[src/rtl/core_alu_mdu.sv]
// core_alu_mdu: registered RV32I ALU plus iterative RV32M multiply/divide over an XLEN datapath.
// Define CORE_ALU_DIV_EN to compile in the restoring divider and its FSM state.
module core_alu_mdu #(
    parameter int XLEN = 32
) (
    input  logic            clk,
    input  logic            rst_n,
    input  logic            i_valid,
    output logic            o_ready,
    input  logic            i_flush,
    input  logic [6:0]      i_opcode,
    input  logic [6:0]      i_funct7,
    input  logic [2:0]      i_funct3,
    input  logic [XLEN-1:0] i_num1u,
    input  logic [XLEN-1:0] i_num2u,
    input  logic [XLEN-1:0] i_immu,
    input  logic [XLEN-1:0] i_pc_immu,
    output logic            o_valid,
    output logic [XLEN-1:0] o_res
);
    localparam int SHW = $clog2(XLEN);
    localparam int CW  = $clog2(XLEN);
    localparam logic [CW-1:0] CNT_LAST = CW'(XLEN - 2);
    localparam logic [6:0] OP_LUI   = 7'b0110111;
    localparam logic [6:0] OP_AUIPC = 7'b0010111;
    localparam logic [6:0] OP_IMM   = 7'b0010011;
    localparam logic [6:0] OP_REG   = 7'b0110011;

    typedef enum logic [1:0] {
        S_IDLE = 2'd0,
        S_MUL  = 2'd1,
`ifdef CORE_ALU_DIV_EN
        S_DIV  = 2'd2,
`endif
        S_DONE = 2'd3
    } state_t;

    state_t              state_reg, state_next;
    logic [CW-1:0]       cnt_reg;
    logic [2*XLEN-1:0]   acc_reg, acc_in, acc_step, mul_next, mul_full;
    logic [XLEN-1:0]     opb_reg, opb_in, mag1, mag2, opnd2, base_res, done_res;
    logic [XLEN:0]       mul_upper;
    logic [SHW-1:0]      shamt;
    logic [1:0]          f3_reg;
    logic                neg_reg, neg_in, sign1, sign2, signed1, signed2;
    logic                accept, m_op, mul_op, legal, alt_sub;
`ifdef CORE_ALU_DIV_EN
    logic [XLEN:0]       trial;
    logic [2*XLEN-1:0]   div_next;
    logic [XLEN-1:0]     div_val, spec_res;
    logic                div_op, div_zero, div_ovf, div_special, step_div, is_div_reg;
`endif

    assign accept = i_valid && o_ready && !i_flush;
    assign m_op   = (i_opcode == OP_REG) && (i_funct7 == 7'b0000001);
    assign mul_op = m_op && !i_funct3[2];

    // Base ALU result, only consumed on accept
    always_comb begin
        opnd2    = (i_opcode == OP_IMM) ? i_immu : i_num2u;
        shamt    = opnd2[SHW-1:0];
        legal    = (i_opcode == OP_IMM) || (i_funct7 == 7'b0000000) ||
                   ((i_funct7 == 7'b0100000) && ((i_funct3 == 3'b000) || (i_funct3 == 3'b101)));
        alt_sub  = (i_opcode == OP_REG) && i_funct7[5];
        base_res = '0;
        if (i_opcode == OP_LUI) begin
            base_res = i_immu;
        end else if (i_opcode == OP_AUIPC) begin
            base_res = i_pc_immu;
        end else if (((i_opcode == OP_IMM) || (i_opcode == OP_REG)) && legal) begin
            case (i_funct3)
                3'b000: base_res = alt_sub ? (i_num1u - opnd2) : (i_num1u + opnd2);
                3'b001: base_res = i_num1u << shamt;
                3'b010: base_res = {{(XLEN-1){1'b0}}, ($signed(i_num1u) < $signed(opnd2))};
                3'b011: base_res = {{(XLEN-1){1'b0}}, (i_num1u < opnd2)};
                3'b100: base_res = i_num1u ^ opnd2;
                3'b101: base_res = i_funct7[5] ? $unsigned($signed(i_num1u) >>> shamt) : (i_num1u >> shamt);
                3'b110: base_res = i_num1u | opnd2;
                default: base_res = i_num1u & opnd2;
            endcase
        end
    end

    // Operand magnitudes and result sign for the M group
    always_comb begin
        signed1 = (i_funct3[1:0] == 2'b01) || (i_funct3[1:0] == 2'b10);
        signed2 = (i_funct3[1:0] == 2'b01);
`ifdef CORE_ALU_DIV_EN
        if (i_funct3[2]) begin
            signed1 = !i_funct3[0];
            signed2 = !i_funct3[0];
        end
`endif
        sign1  = signed1 && i_num1u[XLEN-1];
        sign2  = signed2 && i_num2u[XLEN-1];
        mag1   = sign1 ? -i_num1u : i_num1u;
        mag2   = sign2 ? -i_num2u : i_num2u;
        neg_in = sign1 ^ sign2;
`ifdef CORE_ALU_DIV_EN
        if (i_funct3[2] && i_funct3[1]) neg_in = sign1;
`endif
    end

    // One iteration; the first one runs on the accept edge from the fresh operands
    always_comb begin
        acc_in    = o_ready ? {{XLEN{1'b0}}, mag1} : acc_reg;
        opb_in    = o_ready ? mag2 : opb_reg;
        mul_upper = {1'b0, acc_in[2*XLEN-1:XLEN]} + (acc_in[0] ? {1'b0, opb_in} : {(XLEN+1){1'b0}});
        mul_next  = {mul_upper, acc_in[XLEN-1:1]};
        acc_step  = mul_next;
`ifdef CORE_ALU_DIV_EN
        trial    = {acc_in[2*XLEN-1:XLEN], acc_in[XLEN-1]} - {1'b0, opb_in};
        div_next = trial[XLEN] ? {acc_in[2*XLEN-2:0], 1'b0}
                               : {trial[XLEN-1:0], acc_in[XLEN-2:0], 1'b1};
        step_div = o_ready ? i_funct3[2] : (state_reg == S_DIV);
        if (step_div) acc_step = div_next;
`endif
    end

    always_comb begin
        mul_full = neg_reg ? -acc_reg : acc_reg;
        done_res = (f3_reg == 2'b00) ? mul_full[XLEN-1:0] : mul_full[2*XLEN-1:XLEN];
`ifdef CORE_ALU_DIV_EN
        div_val = f3_reg[1] ? acc_reg[2*XLEN-1:XLEN] : acc_reg[XLEN-1:0];
        if (is_div_reg) done_res = neg_reg ? -div_val : div_val;
`endif
    end

`ifdef CORE_ALU_DIV_EN
    always_comb begin
        div_op      = m_op && i_funct3[2];
        div_zero    = (i_num2u == '0);
        div_ovf     = !i_funct3[0] && (i_num1u == {1'b1, {(XLEN-1){1'b0}}}) && (&i_num2u);
        div_special = div_zero || div_ovf;
        spec_res    = div_zero ? (i_funct3[1] ? i_num1u : '1) : (i_funct3[1] ? '0 : i_num1u);
    end
`endif

    always_ff @(posedge clk) begin
        if (!rst_n) state_reg <= S_IDLE;
        else        state_reg <= state_next;
    end

    always_comb begin
        state_next = state_reg;
        case (state_reg)
            S_IDLE: begin
                if (accept && mul_op) state_next = S_MUL;
`ifdef CORE_ALU_DIV_EN
                if (accept && div_op && !div_special) state_next = S_DIV;
`endif
            end
            S_MUL:  if (cnt_reg == CNT_LAST) state_next = S_DONE;
`ifdef CORE_ALU_DIV_EN
            S_DIV:  if (cnt_reg == CNT_LAST) state_next = S_DONE;
`endif
            default: state_next = S_IDLE;
        endcase
        if (i_flush) state_next = S_IDLE;
    end

    always_comb begin
        o_ready = (state_reg == S_IDLE);
    end

    always_ff @(posedge clk) begin
        if (!rst_n) begin
            o_valid <= 1'b0;
            o_res   <= '0;
            cnt_reg <= '0;
            acc_reg <= '0;
            opb_reg <= '0;
            f3_reg  <= '0;
            neg_reg <= 1'b0;
`ifdef CORE_ALU_DIV_EN
            is_div_reg <= 1'b0;
`endif
        end else begin
            o_valid <= 1'b0;
            case (state_reg)
                S_IDLE: begin
                    cnt_reg <= '0;
                    if (accept) begin
                        acc_reg <= acc_step;
                        opb_reg <= mag2;
                        f3_reg  <= i_funct3[1:0];
                        neg_reg <= neg_in;
`ifdef CORE_ALU_DIV_EN
                        is_div_reg <= i_funct3[2];
                        if (div_op && div_special) begin
                            o_res   <= spec_res;
                            o_valid <= 1'b1;
                        end else
`endif
                        if (!mul_op
`ifdef CORE_ALU_DIV_EN
                            && !div_op
`endif
                        ) begin
                            o_res   <= base_res;
                            o_valid <= 1'b1;
                        end
                    end
                end
                S_DONE: begin
                    if (!i_flush) begin
                        o_res   <= done_res;
                        o_valid <= 1'b1;
                    end
                end
                default: begin
                    acc_reg <= acc_step;
                    cnt_reg <= cnt_reg + 1'b1;
                end
            endcase
        end
    end
endmodule

[config.mk]
export PLATFORM = sky130hd
export DESIGN_NAME = core_alu_mdu
export DESIGN_NICKNAME = d
export VERILOG_FILES = /design/src/rtl/core_alu_mdu.sv
export SDC_FILE = /design/constraint.sdc
export NUM_CORES = 1
export LEC_CHECK = 0
export CAP_MARGIN = 40
export CORE_MARGIN = 8
export CORE_UTILIZATION = 45
export CTS_BUF_LIST = sky130_fd_sc_hd__clkbuf_4 sky130_fd_sc_hd__clkbuf_8 sky130_fd_sc_hd__clkbuf_16
export CTS_CLUSTER_SIZE = 24
export DETAILED_ROUTE_END_ITERATION = 6
export MAX_ROUTING_LAYER = met4
export PLACE_DENSITY_LB_ADDON = 0.3
export SYNTH_ARGS = -nofsm -noshare
export SYNTH_HDL_FRONTEND = slang
export SYNTH_SLANG_ARGS = --single-unit
[constraint.sdc]
create_clock -name clk -period 6.15 [get_ports clk]
set_input_delay 1.23 -clock clk [delete_from_list [all_inputs] [get_ports clk]]
set_output_delay 1.23 -clock clk [all_outputs]
set_load 0.005 [all_outputs]
### Word level (Yosys, flattened, before mapping)

Index checks and enable logic that the tools add are counted.

* flip-flop bits (word level): 139
* bits of input ports: 149
* word-level logic and storage cells: 103

* add/subtract/negate cells: 7
* magnitude comparators: 2
* equality and inequality tests: 22
* shift operators: 3
* multiplexer cells: 28
* bitwise gates (word level): 6
* reduce and logical (&&, ||, !) cells: 27

Operators by type and width (count)
* 2-to-1 mux 32 bit: 14
* case mux 32 bit (7 select lines): 1
* 2-to-1 mux 64 bit: 3
* case mux 64 bit (2 select lines): 1
* less-than comparator 32 bit: 2
* negator 32 bit: 2
* negator 64 bit: 1
* case mux 32 bit (2 select lines): 1
* adder 32 x 32 -> 33 bit: 1
* adder 32 bit: 1
* bitwise AND 32 bit: 1
* bitwise OR 32 bit: 1
* << shifter 32 x 5 -> 32 bit: 1
* >> shifter 32 x 5 -> 32 bit: 1
* >>> shifter 32 x 5 -> 32 bit: 1
* subtractor 32 bit: 1
* bitwise XOR 32 bit: 1
* == test 7 x 6 -> 1 bit, second input constant: 3
* == test 7 x 5 -> 1 bit, second input constant: 2
* logical AND 1 bit: 10
* case mux 5 bit (2 select lines): 1
* == test 3 bit, second input constant: 3
* == test 7 x 1 -> 1 bit, second input constant: 1
* logical NOT 7 bit: 1
* other kinds (22): 40

### Depth between registers and ports, before layout

Gate-level depths: netlist (run 1).

* word-level depth: 11
* gate-level depth with buffers: 21

### Worst setup path after synthesis (run 1)

No wires, ideal clock.

* path type: input-to-reg
* start: input i_opcode[2]
* end: register o_res[28]
* setup time: 74 ps
* data arrival time: 5652 ps
* data required time: 6076 ps
* slack: 424 ps
* stages: 19
* path buffers: 4
* cell sequence: nor4b_2 clkbuf_1 nand3_1 nand2_1 clkbuf_1 buf_1 buf_1 ha_1 fa_1 nand3_1 and2_1 o211ai_1 o221ai_1 a31oi_1 o21ai_0 a211oi_1 o32ai_1 a2111o_1 a31oi_1

* longest elaborated chain between the ends: 11

Ends and longest elaborated chain
* start: declaration: RTL line 11 `input logic [6:0] i_opcode,`
* == test 7 x 5 -> 1 bit: RTL line 60, 62, 70
* 2-to-1 mux 32 bit: RTL line 60 `opnd2 = (i_opcode == OP_IMM) ? i_immu : i_num2u;`
* adder 32 bit (tied with other cells): RTL line 72 `3'b000: base_res = alt_sub ? (i_num1u - opnd2) : (i_num1u + opnd2);`
* 2-to-1 mux 32 bit, on equally long branches: RTL line 72, 77
* case mux 32 bit (7 select lines): RTL line 71 `case (i_funct3)`
* 2-to-1 mux 32 bit: RTL line 70 `end else if (((i_opcode == OP_IMM) || (i_opcode == OP_REG)) && legal) begin`
* 2-to-1 mux 32 bit: RTL line 68 `end else if (i_opcode == OP_AUIPC) begin`
* 2-to-1 mux 32 bit: RTL line 66 `if (i_opcode == OP_LUI) begin`
* 2-to-1 mux 32 bit: RTL line 195 `if (!mul_op`
* 2-to-1 mux 32 bit: RTL line 183 `if (accept) begin`
* case mux 32 bit (2 select lines): RTL line 180 `case (state_reg)`
* end signal: assignment: RTL line 200 `o_res <= base_res;`
* end signal: assignment: RTL line 207 `o_res <= done_res;`
* end: declaration: RTL line 19 `output logic [XLEN-1:0] o_res`

Parallel ways exist; a longest one is shown, timed or not. The select of a mux whose other input is x is not followed.
A chain may end at the register's enable or synchronous reset.

### Final worst setup path (run 1)

* start: input i_opcode[2]
* end: register o_res[31]

Same word-level chain as after synthesis.

==> results of run 1 <==
[worst max-delay path: stages]
cell	delay (ns)
clkdlybuf4s50_1	0.46
or4b_1	0.72
o21ai_1	0.45
and2_1	0.24
inv_2	0.05
ha_1	0.34
a21oi_1	0.20
o21ai_0	0.16
nor3_1	0.16
buf_4	0.15
nor4b_1	0.05
buf_4	0.15
o311ai_0	0.61
a21oi_1	0.16
a2111oi_0	0.48
buf_4	0.21
nor4_1	0.04
a211oi_1	0.27
nand2_1	0.09
[layout by cell type, fill, tap and decap left out, types with 48 or more instances in the layout]
master           synthesis  layout
nor2_1                 348     345
nand2_1                306     304
a21oi_1                277     276
o21ai_0                224     224
buf_4                    0     191
clkdlybuf4s50_1          0     181
nand3_1                144     144
a211oi_1               141     141
dfxtp_1                139     139
ha_1                   135     133
inv_1                  126     125
xnor2_1                 99      99
o211ai_1                85      85
nor3_1                  86      84
a31oi_1                 55      55
mux2_2                  51      51
nor2b_1                 48      48
xor2_1                  48      48
[power groups by stage]
stage	Sequential (uW)	Combinational [uW]	Clock (uW)
after detailed placement	1010	1750	0
after global placement	1010	1740	0
after global routing	995	1920	1090
after floorplan	988	1020	0
final	992	1850	1060
after CTS	989	1760	1050
[final timing paths]
| check | depth (start not counted) | end | slack (ns) | start |
|---|---|---|---|---|
| hold / removal | 2 | opb_reg[31] | 0.47 | opb_reg[31] |
| setup reg to reg | 18 | acc_reg[60] | 1.20 | state_reg[1] |
| hold reg to reg | 2 | opb_reg[31] | 0.47 | opb_reg[31] |
| setup / recovery | 19 | o_res[31] | 0.24 | i_opcode[2] |
[area by class of cell]
class | instances | area [sq um] | share of cell area [%]
Tap cell | 607 | 759 | 3.05
Timing Repair Buffer | 378 | 3330 | 13.4
Antenna cell | 5 | 12.5 | 0.0502
Inverter | 132 | 497 | 1.99
Clock inverter | 14 | 126 | 0.507
Multi-Input combinational cell | 2662 | 17000 | 68.1
Sequential cell | 139 | 2780 | 11.2
Clock buffer | 18 | 439 | 1.76
[per-stage QoR]
stage	hold slack [ns]	cells	utilization [%]
global placement	0.441	3914	52.4
CTS	0.469	3950	53.7
detailed placement	0.459	3918	52.5
global route	0.486	3954	53.7
finish	0.474	3955	53.7
floorplan	0.436	3166	-
[logic make-up (layout without fill, tap and decap cells)]
logic type                 count (synthesis)  count (layout)  share of synthesized area, %
xor gates and xnor gates                 147             147                          6.11
and+or+nand+nor                         1134            1134                          24.9
DFF                                      139             139                          13.2
muxes                                     91              91                          4.89
adders and majority gates                137             137                          8.20
buffers and inverters                    365             542                          6.69
other                                      0               5                             0
AOI/OAI and AO/OA                       1153            1153                          36.0
[layer usage]
metal,vias up,track usage (%)
met5,-,-
met2,2270,64.8
met4,0,25.7
met1,13100,53.7
li1,12100,-
met3,540,10.3
==> reports/qor.txt, run 1 <==
Clock Latency Late Sink - 0.47 ns
Final nets - 3616
Setup Slack @ Placement - -0.0309 ns
M1 WL - 45.6 mm
Total track usage - 43.8%
Slew Viols, Final - 0
Critical path type - in -> reg
Pin count of the biggest net entering global routing - 89
Met3 WL post-DR - 15.1 mm
Commonest cells in the netlist - 348 x nor2_1, 306 x nand2_1, 277 x a21oi_1
Root Buffer - clkbuf_16
Synth warn - 0
Post-Syn Instances - 3166
Syn Nets - 3452
Top Ports - 183
Max reg flops - 64
Comb power frac - 47.4%
Initial DRC Count - 4312
Fin Setup TNS - 0 ns
Cell variety after synth - 96
Clock buffer count from CTS - 17
GRT overflow - 0
Pwr Total - 3900 uW
Reg power frac - 25.4%
TritonCTS clock tree - done
Synth area leader - dfxtp_1
Power per Cell Area - 157 nW/um^2
Die Ht - 232 um
Clock Sinks - 139
Tmin final - 5.91 ns
Drt drc - 0
Wirelength per Cell - 30.5 um
Most frequent cell after synthesis - nor2_1
Lkg Pwr - 0.00979 uW
Dpl hpwl - 95.7 mm
Initial antenna violation count - 4
Crit path DAT - 6.26 ns
Syn Area/Cell - 6.66 sq um
Hold WC Path Type - reg -> reg
Cts repair resizes - 0
CP Max Fanout - 4
Longest Clk Path Bufs - 2
Clk slew on worst S/H paths - 0.08 ns
Critical Path Sink Type - flip-flop
Vias per cell - 7.08
Startpoint types - input pin
Worst VDD drop - 216 uV
Crit share post-route - 96.0%
Via Count - 28000
Slew at the pin closest to its max-slew limit - 1.04 ns
RSZ-0062 raised after global routing - false
H-tree levels - 4
Core area - 46400 sq um
Area delta synth->final - 18.2%
Clock skew - 0.0193 ns
DRT Pass-1 Iters - 7
Fraction of layout cells with a size suffix above 1 - 10.1%
Slew HR - 29.7%
Final setup vio count - 0
Sw Ratio - 45.4%
CTS Hold Bufs - 0
Placer Congestion - 1.12
Final instance area - 24900 sq um
Post-synthesis sequential area ratio - 13.2%
Vias in the first global route - 25900
EDFF count, synth - 0
Dpl cell area - 24300 sq um
Req. time, crit path - 6.50 ns
Final hold viol count - 0
P_int - 2130 uW
Status - complete, no violations
Final WS setup - 0.243 ns
Area contributors post-synth - dfxtp_1 13%, ha_1 8.0%, a21oi_1 6.6%
Initial Utilization - 45.5%
DR WL met2 - 51.2 mm
Clock power share - 27.2%
Post-synth top area share - 13.2%
Filler cell count - 4595
Synth Flop Type - dfxtp_1
Die width - 232 um
Number of max-cap violations - 0
Setup Fix Bufs, Post-CTS - 0
P_sw - 1770 uW
Seq cells post-synth - 139
Async SR Flop Fraction - 0%
Post-Route WL - 121 mm
Port Buffers - 182
First-pass GRT wire length - 173 mm
Mapped Area - 21100 sq um
Remaining antenna violation count - 0
Rows - 79
Highest routed layer - met4
FMAX - 169 MHz
Die area - 54000 sq um
Power figures use the tool's default switching activity.
==> inputs of run 2 (changes only) <==
--- a/config.mk
+++ b/config.mk
@@ -5,7 +5,6 @@
 export SDC_FILE = /design/constraint.sdc
 export NUM_CORES = 1
 export LEC_CHECK = 0
-export CAP_MARGIN = 40
 export CORE_MARGIN = 8
 export CORE_UTILIZATION = 45
 export CTS_BUF_LIST = sky130_fd_sc_hd__clkbuf_4 sky130_fd_sc_hd__clkbuf_8 sky130_fd_sc_hd__clkbuf_16
==> reports/qor.txt, run 2 (synthesis gave the netlist of run 1 again) <==
Slew Viols, Final - 0
Max reg flops - 64
Crit path buf inv count - 4
Tmin final - 5.85 ns
Final WS setup - 0.297 ns
Req. time, crit path - 6.54 ns
Crit path DAT - 6.24 ns
Lkg Pwr - 0.00977 uW
Finished Layout Cells - 3950
Clock power share - 27.1%
Vias per cell - 7.07
FMAX - 171 MHz
DRT Pass-1 Iters - 7
Top Ports - 183
Total track usage - 43.8%
Setup Slack @ Placement - -0.0388 ns
Port Buffers - 182
GRT overflow - 0
Top cell family by delay on the critical path - compound AO/OA/AOI/OAI gates
Final instance area - 24900 sq um
Vias in the first global route - 25900
Clk slew on worst S/H paths - 0.07 ns
RSZ-0062 raised after global routing - false
Dpl hpwl - 95.6 mm
Placer Congestion - 1.12
P_sw - 1770 uW
Placed cells - 3914
Sw Ratio - 45.4%
Die width - 232 um
Power per Cell Area - 157 nW/um^2
Final hold viol count - 0
Hold WC Path Type - reg -> reg
H-tree levels - 4
Dpl cell area - 24300 sq um
Clock skew - 0.0218 ns
Clock Sinks - 139
Crit share post-route - 95.2%
Critical-path top delay cell - clkdlybuf4s50_1
Critical path type - in -> reg
Reg power frac - 25.4%
R2R Setup Slk - 1.21 ns
CTS Hold Bufs - 0
Slew at the pin closest to its max-slew limit - 1.19 ns
Comb power frac - 47.4%
CP Max Fanout - 7
Initial DRC Count - 4120
Commonest cells after routing, fill and taps aside - 345 x nor2_1, 304 x nand2_1, 276 x a21oi_1
P_int - 2130 uW
Die area - 54000 sq um
Post-Route WL - 121 mm
Initial Utilization - 45.5%
Startpoint types - input pin
Longest Clk Path Bufs - 2
Most common cell after layout, fill and taps aside - nor2_1
Initial antenna violation count - 3
Failing checks - DRC
Final setup vio count - 0
Status - complete, but fails checks
Remaining antenna violation count - 0
Root Buffer - clkbuf_16
TritonCTS clock tree - done
Rows - 79
Min Hold Slack - 0.468 ns
Critical Path Sink Type - flip-flop
Clock Latency Late Sink - 0.46 ns
Fraction of layout cells with a size suffix above 1 - 9.91%
Via Count - 27900
Core area - 46400 sq um
Die Ht - 232 um
Pin count of the biggest net entering global routing - 89
Drt drc - 7
Number of max-cap violations - 0
CP Cell Sequence - clkdlybuf4s50_1 -> inv_1 -> ha_1 -> nand2_1 -> nor3_1 -> a21oi_1 -> xnor2_1 -> a211oi_1 -> ha_1 -> a211oi_1 -> o21ai_0 -> a221oi_1 -> buf_4 -> a21oi_1 -> a211oi_1 -> buf_4 -> o221ai_1 -> o311ai_0 -> and3_1 -> o21ai_0 -> a21oi_1
Worst VDD drop - 217 uV
Wirelength per Cell - 30.6 um
Clock buffer count from CTS - 17
Area delta synth->final - 17.9%
CP max stage delay - 0.47 ns
Final nets - 3612
First-pass GRT wire length - 173 mm
Slew HR - 19.8%
Pwr Total - 3900 uW
-- run 2: cell types whose count changed in the layout (fill, tap and decap cells not counted), sizes merged --
cell / change
buf: -4
clkinvlp: -1
diode: -1
inv: +1
-- run 2: worst paths after layout --
kind | startpoint | to | depth (start not counted)
hold reg to reg | o_res[5] | o_res[5] | 2
setup reg to reg | state_reg[0] | acc_reg[60] | 18
setup / recovery | i_num2u[1] | acc_reg[60] | 21
hold / removal | o_res[5] | o_res[5] | 2
-- run 2: worst min-delay path: stages (launching register included) --
cell     delay [ns]
dfxtp_1        0.32
nand2_1        0.05
o21ai_1        0.05
-- run 2: stage by stage --
step	utilization (%)	TNS [ns]
final	53.6	0
after global routing	53.6	0
after CTS	53.6	0
after detailed placement	52.4	-0.0774
after global placement	52.4	-0.107
after floorplan	-	0
-- run 2: per-layer routing --
metal | global-route usage (%) | routed length (um) | vias to the layer above
met5 | - | 0 | -
met4 | 26.2 | 8960 | 0
met3 | 10.8 | 15400 | 528
met2 | 64.7 | 51100 | 2260
met1 | 53.4 | 45400 | 13000
li1 | - | - | 12100
-- run 2: repair_timing --
| action | CTS | global route |
|---|---|---|
| buffers inserted | 0 | 0 |
| gates resized for setup | 0 | 1 |
| setup endpoints to repair | 0 | 1 |
-- run 2: area by class of cell --
cell class,count,area (sq um)
diodes,4,10.0
fillers,4627,21500
repair buffers,374,3280
flip-flops and latches,139,2780
well taps,607,759
clock inverters,14,124
clock buffers,18,439
inverters,132,497
multi-input cells,2662,17000
-- run 2: power by group through the flow --
stage	Clock (uW)	Sequential, uW	Combinational [uW]
6_report	1060	991	1850
5_1_grt	1090	995	1910
4_1_cts	1050	989	1750
3_5_place_dp	0	1010	1740
3_3_place_gp	0	1010	1740
2_1_floorplan	0	988	1020
